[src/rtl/adc_serial_responder_if.sv]
// Serial ADC link: shared DIN/SCLK command bus plus one DOUT/SSTRB pair per converter.
interface adc_serial_responder_if;
    logic ad_sclk;
    logic ad_din;
    logic ad_dout0;
    logic ad_sstrb0;
    logic ad_dout1;
    logic ad_sstrb1;

    modport master (
        output ad_sclk,
        output ad_din,
        input  ad_dout0,
        input  ad_sstrb0,
        input  ad_dout1,
        input  ad_sstrb1
    );

    modport slave (
        input  ad_sclk,
        input  ad_din,
        output ad_dout0,
        output ad_sstrb0,
        output ad_dout1,
        output ad_sstrb1
    );
endinterface

[src/rtl/adc_serial_responder.sv]
// Slave end of the dual serial-ADC link: oversampled command decode and MSB-first result shift-out.
// Define PATTERN_GEN_EN to replace samp0/samp1 with per-channel counting test patterns.
module adc_serial_responder #(
    parameter int unsigned DATA_W      = 16,
    parameter int unsigned TIMEOUT     = 4096,
    parameter int unsigned SYNC_STAGES = 2
) (
    input  logic                   clk,
    input  logic                   reset_n,
    adc_serial_responder_if.slave  ad,
    output logic                   conv_req,
    output logic [2:0]             conv_chan,
    output logic                   conv_bip,
    input  logic [DATA_W-1:0]      samp0,
    input  logic [DATA_W-1:0]      samp1,
    output logic                   powered_down,
    output logic                   frame_err
);

    localparam int unsigned TW = $clog2(TIMEOUT + 1);

    typedef enum logic [2:0] {
        IDLE,
        CMD,
        LATCH,
        WAIT_FALL,
        SHIFT
    } state_t;

    state_t                 state;
    logic [SYNC_STAGES-1:0] sclk_sync;
    logic [SYNC_STAGES-1:0] din_sync;
    logic                   sclk_prev;
    logic                   rise;
    logic                   fall;
    logic                   din_s;
    logic [4:0]             bitcnt;
    logic [5:0]             cmd_sr;
    logic [DATA_W-1:0]      sh0;
    logic [DATA_W-1:0]      sh1;
    logic [TW-1:0]          tcnt;
    logic                   dout0;
    logic                   dout1;
    logic                   sstrb0;
    logic                   sstrb1;
    logic                   timed_out;

`ifdef PATTERN_GEN_EN
    logic [DATA_W-4:0]      pat_cnt [8];
    logic [DATA_W-1:0]      pat_word;
    logic                   unused_samp;

    assign pat_word    = {conv_chan, pat_cnt[conv_chan]};
    assign unused_samp = ^{samp0, samp1};
`endif

    always_ff @(posedge clk or negedge reset_n) begin
        if (!reset_n) begin
            sclk_sync <= '0;
            din_sync  <= '0;
            sclk_prev <= 1'b0;
        end else begin
            sclk_sync <= {sclk_sync[SYNC_STAGES-2:0], ad.ad_sclk};
            din_sync  <= {din_sync[SYNC_STAGES-2:0], ad.ad_din};
            sclk_prev <= sclk_sync[SYNC_STAGES-1];
        end
    end

    // DIN comes from the same stage as the SCLK sample that reveals the edge.
    assign rise      = sclk_sync[SYNC_STAGES-1] & ~sclk_prev;
    assign fall      = ~sclk_sync[SYNC_STAGES-1] & sclk_prev;
    assign din_s     = din_sync[SYNC_STAGES-1];
    assign timed_out = (state != IDLE) && !(rise || fall) && (tcnt == TW'(TIMEOUT - 1));

    always_ff @(posedge clk or negedge reset_n) begin
        if (!reset_n) begin
            state        <= IDLE;
            bitcnt       <= '0;
            cmd_sr       <= '0;
            sh0          <= '0;
            sh1          <= '0;
            tcnt         <= '0;
            dout0        <= 1'b0;
            dout1        <= 1'b0;
            sstrb0       <= 1'b0;
            sstrb1       <= 1'b0;
            conv_req     <= 1'b0;
            conv_chan    <= '0;
            conv_bip     <= 1'b0;
            powered_down <= 1'b0;
            frame_err    <= 1'b0;
`ifdef PATTERN_GEN_EN
            for (int unsigned i = 0; i < 8; i++) begin
                pat_cnt[i] <= '0;
            end
`endif
        end else begin
            conv_req  <= 1'b0;
            frame_err <= 1'b0;

            if (state == IDLE || rise || fall) begin
                tcnt <= '0;
            end else begin
                tcnt <= tcnt + 1'b1;
            end

            if (timed_out) begin
                frame_err <= 1'b1;
                dout0     <= 1'b0;
                dout1     <= 1'b0;
                sstrb0    <= 1'b0;
                sstrb1    <= 1'b0;
                tcnt      <= '0;
                state     <= IDLE;
            end else begin
                case (state)
                    IDLE: begin
                        if (rise && din_s) begin
                            cmd_sr <= '0;
                            bitcnt <= 5'd1;
                            state  <= CMD;
                        end
                    end
                    CMD: begin
                        if (rise) begin
                            cmd_sr <= {cmd_sr[4:0], din_s};
                            bitcnt <= bitcnt + 1'b1;
                            // cmd_sr holds SEL2..0, BIP, SGL, PD1; din_s is PD0.
                            if (bitcnt == 5'd7) begin
                                if ({cmd_sr[0], din_s} == 2'b00) begin
                                    powered_down <= 1'b1;
                                    state        <= IDLE;
                                end else begin
                                    powered_down <= 1'b0;
                                    conv_chan    <= cmd_sr[5:3];
                                    conv_bip     <= cmd_sr[2];
                                    conv_req     <= 1'b1;
                                    state        <= LATCH;
                                end
                            end
                        end
                    end
                    LATCH: begin
`ifdef PATTERN_GEN_EN
                        sh0                 <= pat_word;
                        sh1                 <= ~pat_word;
                        pat_cnt[conv_chan]  <= pat_cnt[conv_chan] + 1'b1;
`else
                        sh0                 <= samp0;
                        sh1                 <= samp1;
`endif
                        state               <= WAIT_FALL;
                    end
                    WAIT_FALL: begin
                        if (fall) begin
                            sstrb0 <= 1'b1;
                            sstrb1 <= 1'b1;
                            dout0  <= sh0[DATA_W-1];
                            dout1  <= sh1[DATA_W-1];
                            sh0    <= {sh0[DATA_W-2:0], 1'b0};
                            sh1    <= {sh1[DATA_W-2:0], 1'b0};
                            bitcnt <= 5'd1;
                            state  <= SHIFT;
                        end
                    end
                    SHIFT: begin
                        if (fall) begin
                            sstrb0 <= 1'b0;
                            sstrb1 <= 1'b0;
                            if (bitcnt < 5'(DATA_W)) begin
                                dout0  <= sh0[DATA_W-1];
                                dout1  <= sh1[DATA_W-1];
                                sh0    <= {sh0[DATA_W-2:0], 1'b0};
                                sh1    <= {sh1[DATA_W-2:0], 1'b0};
                                bitcnt <= bitcnt + 1'b1;
                            end else begin
                                dout0  <= 1'b0;
                                dout1  <= 1'b0;
                                state  <= IDLE;
                            end
                        end
                    end
                    default: state <= IDLE;
                endcase
            end
        end
    end

    assign ad.ad_dout0  = dout0;
    assign ad.ad_dout1  = dout1;
    assign ad.ad_sstrb0 = sstrb0;
    assign ad.ad_sstrb1 = sstrb1;

endmodule

[src/flat_wrapper.sv]
// flat-port wrapper written by rule: the top's interface ports become plain ports
module adc_serial_responder_flat 
#(
    parameter int unsigned DATA_W      = 16,
    parameter int unsigned TIMEOUT     = 4096,
    parameter int unsigned SYNC_STAGES = 2
)
  (clk, reset_n, conv_req, conv_chan, conv_bip, samp0, samp1, powered_down, frame_err, ad_ad_sclk, ad_ad_din, ad_ad_dout0, ad_ad_sstrb0, ad_ad_dout1, ad_ad_sstrb1);
  adc_serial_responder_if ad_i ();
  input  logic clk;
  input  logic reset_n;
  output logic conv_req;
  output logic [2:0] conv_chan;
  output logic conv_bip;
  input  logic [DATA_W-1:0] samp0;
  input  logic [DATA_W-1:0] samp1;
  output logic powered_down;
  output logic frame_err;
  input wire logic [$bits(ad_i.ad_sclk)-1:0] ad_ad_sclk;
  input wire logic [$bits(ad_i.ad_din)-1:0] ad_ad_din;
  output wire logic [$bits(ad_i.ad_dout0)-1:0] ad_ad_dout0;
  output wire logic [$bits(ad_i.ad_sstrb0)-1:0] ad_ad_sstrb0;
  output wire logic [$bits(ad_i.ad_dout1)-1:0] ad_ad_dout1;
  output wire logic [$bits(ad_i.ad_sstrb1)-1:0] ad_ad_sstrb1;
  assign ad_i.ad_sclk = ad_ad_sclk;
  assign ad_i.ad_din = ad_ad_din;
  assign ad_ad_dout0 = ad_i.ad_dout0;
  assign ad_ad_sstrb0 = ad_i.ad_sstrb0;
  assign ad_ad_dout1 = ad_i.ad_dout1;
  assign ad_ad_sstrb1 = ad_i.ad_sstrb1;
  adc_serial_responder #(.DATA_W(DATA_W), .TIMEOUT(TIMEOUT), .SYNC_STAGES(SYNC_STAGES)) u_core (.clk(clk), .reset_n(reset_n), .ad(ad_i), .conv_req(conv_req), .conv_chan(conv_chan), .conv_bip(conv_bip), .samp0(samp0), .samp1(samp1), .powered_down(powered_down), .frame_err(frame_err));
endmodule
[config.mk]
export PLATFORM = sky130hd
export DESIGN_NAME = adc_serial_responder_flat
export DESIGN_NICKNAME = d
export VERILOG_FILES = /design/src/rtl/adc_serial_responder_if.sv /design/src/rtl/adc_serial_responder.sv /design/src/flat_wrapper.sv
export SDC_FILE = /design/constraint.sdc
export NUM_CORES = 1
export LEC_CHECK = 0
export CAP_MARGIN = 20
export CORE_MARGIN = 5
export CORE_UTILIZATION = 35
export DETAILED_ROUTE_END_ITERATION = 10
export SLEW_MARGIN = 20
export SYNTH_ARGS = -nofsm -noshare
export SYNTH_HDL_FRONTEND = slang
export SYNTH_SLANG_ARGS = --single-unit
[constraint.sdc]
create_clock -name clk -period 2.8 [get_ports clk]
set_input_delay 0.42 -clock clk [delete_from_list [all_inputs] [get_ports clk]]
set_output_delay 0.42 -clock clk [all_outputs]
set_load 0.01 [all_outputs]
==> results.json <==
{
  "synth_ff_type": "dfrtp_1",
  "crit_required_ps": 3030,
  "multiInputGateArea_sq_um": 1446,
  "synth_top_area_share_pct": 53.99,
  "vias": 2638,
  "worst_pin_slew_ps": 928.1,
  "synthArstFlopShare_pct": 100.0,
  "final_util_pct": 43.60,
  "first_global_vias": 2508,
  "yosysSeqAreaShare_pct": 53.99,
  "place_congestion": 0.7928,
  "peakVddDrop_mv": 0.3045,
  "hold_buffers": 0,
  "min_period_ps": 2435,
  "post-cts-setup-buffers": 0,
  "grtUsageTotal_pct": 12.63,
  "antenna_cells": 0,
  "hpwl_mm": 4.635,
  "crit_family": "simple AND/OR/NAND/NOR gates",
  "syn_avg_cell_area_sq_um": 9.370,
  "dr.pass1.iters": 4,
  "grt_max_degree": 75,
  "ys_top_cells_by_area": "dfrtp_1, nand2_1, nor2_1",
  "cp-start-kind": "register",
  "powerDensity_nw_per_um2": 680.6,
  "die_h_microns": 109.0,
  "ys_warn_count": 0,
  "status": "finished, final reports clean",
  "relSlewSlack_pct": 38.12,
  "yosys.area_share.simple_pct": 22.25,
  "seq_area_sq_um": 1852,
  "grt_overflow": 0,
  "slowest_stage": "dfrtp_1",
  "cts_tree": "yes",
  "hold_violations": 0,
  "rows": 36,
  "setup_violations": 0,
  "instances_no_fill": 546,
  "grt_pass1_wl_mm": 11.90,
  "syn_area_sq_um": 3430,
  "ys_ff_latch": 74,
  "cts_max_level": 3,
  "synthAdderAreaFrac_pct": 1.459,
  "drt_wl_total_mm": 6.973,
  "max_freq_ghz": 0.4106,
  "fin_skew_ps": 13.56,
  "synth-edff-count": 0,
  "synth_area_leader_cell": "dfrtp_1",
  "ios": 47,
  "core_sq_um": 9684,
  "synth_top_family_by_area": "simple AND/OR/NAND/NOR gates",
  "setup-tns-final_ps": 0,
  "drive_gt1_share_pct": 7.990,
  "areaGrowthSynthToFinish_pct": 23.13,
  "arrival_ps": 2660,
  "rsz0062_at_grt": "false",
  "layout.nets": 448,
  "path_class": "reg2reg",
  "cts-resized-gates": 0,
  "cts_buffer_depth": 2,
  "synth_compound_area_share_pct": 11.64,
  "ant_nets": 0,
  "slew_violations": 0,
  "synthCells": 366,
  "portBuffers": 46,
  "critPathCaptureType": "register",
  "start_util_pct": 35.41,
  "placedCellCount": 530,
  "worstRegToRegCells": 5,
  "synth.mux.area_fraction_pct": 3.685,
  "antenna_found_initial": 0,
  "power_leakage_uw": 0.001785,
  "whs_ps": 213.0,
  "fin_crit_sh_pct": 86.98,
  "yosys.cell_types.count": 44,
  "fillCellCount": 972,
  "path_cells": "nor3_2, nor3b_1, and2_1, nand2b_1, mux2_1",
  "cts-root-buf": "clkbuf_8",
  "die_x_microns": 109.0,
  "cpPeakStageDelay_ps": 620,
  "fp.dieArea_sq_um": 11880,
  "path_clk_slew_ps": 90,
  "cts_sinks": 74,
  "synthesis.nets": 406,
  "path_depth": 5,
  "critPathMaxFanout": 14,
  "clock_latency_ps": 340,
  "post_drt_wl_per_cell_microns": 12.77,
  "synthXorXnorAreaFrac_pct": 2.809,
  "cap_violations": 0,
  "cts_buffers": 9,
  "worstHoldPathType": "in2async",
  "drc": 0,
  "drt_first_iter_violations": 122,
  "drt-vias-per-instance": 4.832,
  "path_buf_inv": 0
}
-- flip-flops by register name, indices dropped and copies added (netlist names) --
signal,count
u_core.sclk_sync,2
u_core.powered_down,1
u_core.frame_err,1
u_core.tcnt,13
u_core.conv_req,1
u_core.state,3
u_core.bitcnt,5
u_core.conv_chan,3
u_core.ad.ad_dout1,1
u_core.din_sync,2
u_core.conv_bip,1
u_core.ad.ad_dout0,1
u_core.sh1,16
u_core.cmd_sr,6
u_core.sh0,16
u_core.sclk_prev,1
u_core.ad.ad_sstrb0,1
-- synth_stat cells (all sizes together), types with 5 or more instances --
library cell and n:
mux2 5, xnor2 8, a21oi 9, mux2i 7, o21ai 7, nand2 79, nand3 7, a31oi 30
buf 12, dfrtp 74, clkbuf 9, nand4 7, nor2 54, inv 13
-- worst paths after layout --
| check | from | to | slack, ps |
|---|---|---|---|
| worst max register to register | u_core.state[0] | u_core.conv_chan[0] | 360 |
| worst min-delay path | reset_n | u_core.sh1[12] | 210 |
| min in group clk | u_core.sclk_sync[0] | u_core.sclk_sync[1] | 350 |
| max in group asynchronous | reset_n | u_core.tcnt[12] | 1980 |
| worst min register to register | u_core.sclk_sync[0] | u_core.sclk_sync[1] | 350 |
| worst max-delay path | u_core.state[0] | u_core.conv_chan[0] | 360 |
-- report_power, final --
group / leakage [uW] / switching [uW] / internal, uW / total (uW)
Sequential: 0.000838 / 177 / 1320 / 1500
Combinational: 0.000859 / 265 / 299 / 564
Clock: 0.0000873 / 405 / 408 / 813
Total: 0.00178 / 847 / 2030 / 2870
-- layout make-up --
type | count | area share, %
Clock buffer | 9 | 2.933
Clock inverter | 7 | 1.659
Inverter | 13 | 1.156
Multi-Input combinational cell | 258 | 34.25
Sequential cell | 74 | 43.85
Tap cell | 133 | 3.941
Timing Repair Buffer | 52 | 12.21
-- cell usage in the layout (no fill, tap or decap), drive strengths merged, types with 5 or more instances in the layout --
cell / netlist / layout
mux2: 5 / 5
inv: 13 / 13
clkdlybuf4s50: 0 / 45
clkbuf: 9 / 9
o21ai: 7 / 7
nor2: 54 / 54
dfrtp: 74 / 74
a31oi: 30 / 30
nand4: 7 / 7
a21oi: 9 / 9
xnor2: 8 / 8
mux2i: 7 / 7
nand2: 79 / 79
nand3: 7 / 7
buf: 12 / 7
-- routing by layer --
metal	track usage (%)	wire [microns]	up-vias	share of wire (%)
li1	-	-	1324	-
met1	18.54	3337	1272	48
met3	3.020	270	2	3.9
met4	4.599	40	0	0.57
met2	18.03	3325	40	48
met5	0	0	-	0
-- kinds of logic after synthesis --
family / after synthesis
AOI/OAI and AO/OA: 60
buffers and inverters: 34
DFF: 74
muxes: 12
xor gates and xnor gates: 11
and+or+nand+nor: 171
adders and majority gates: 4
-- stage by stage --
stage | worst slack (ps) | instance area (sq um) | total power (uW)
after floorplan | 804.4 | 3430 | 1856
after CTS | 360.8 | 4223 | 2918
after global placement | 488.9 | 4029 | 2064
final | 364.6 | 4223 | 2874
after detailed placement | 385.9 | 4029 | 2094
after global routing | 151.6 | 4223 | 3085
(Power assumes the default switching activity.)
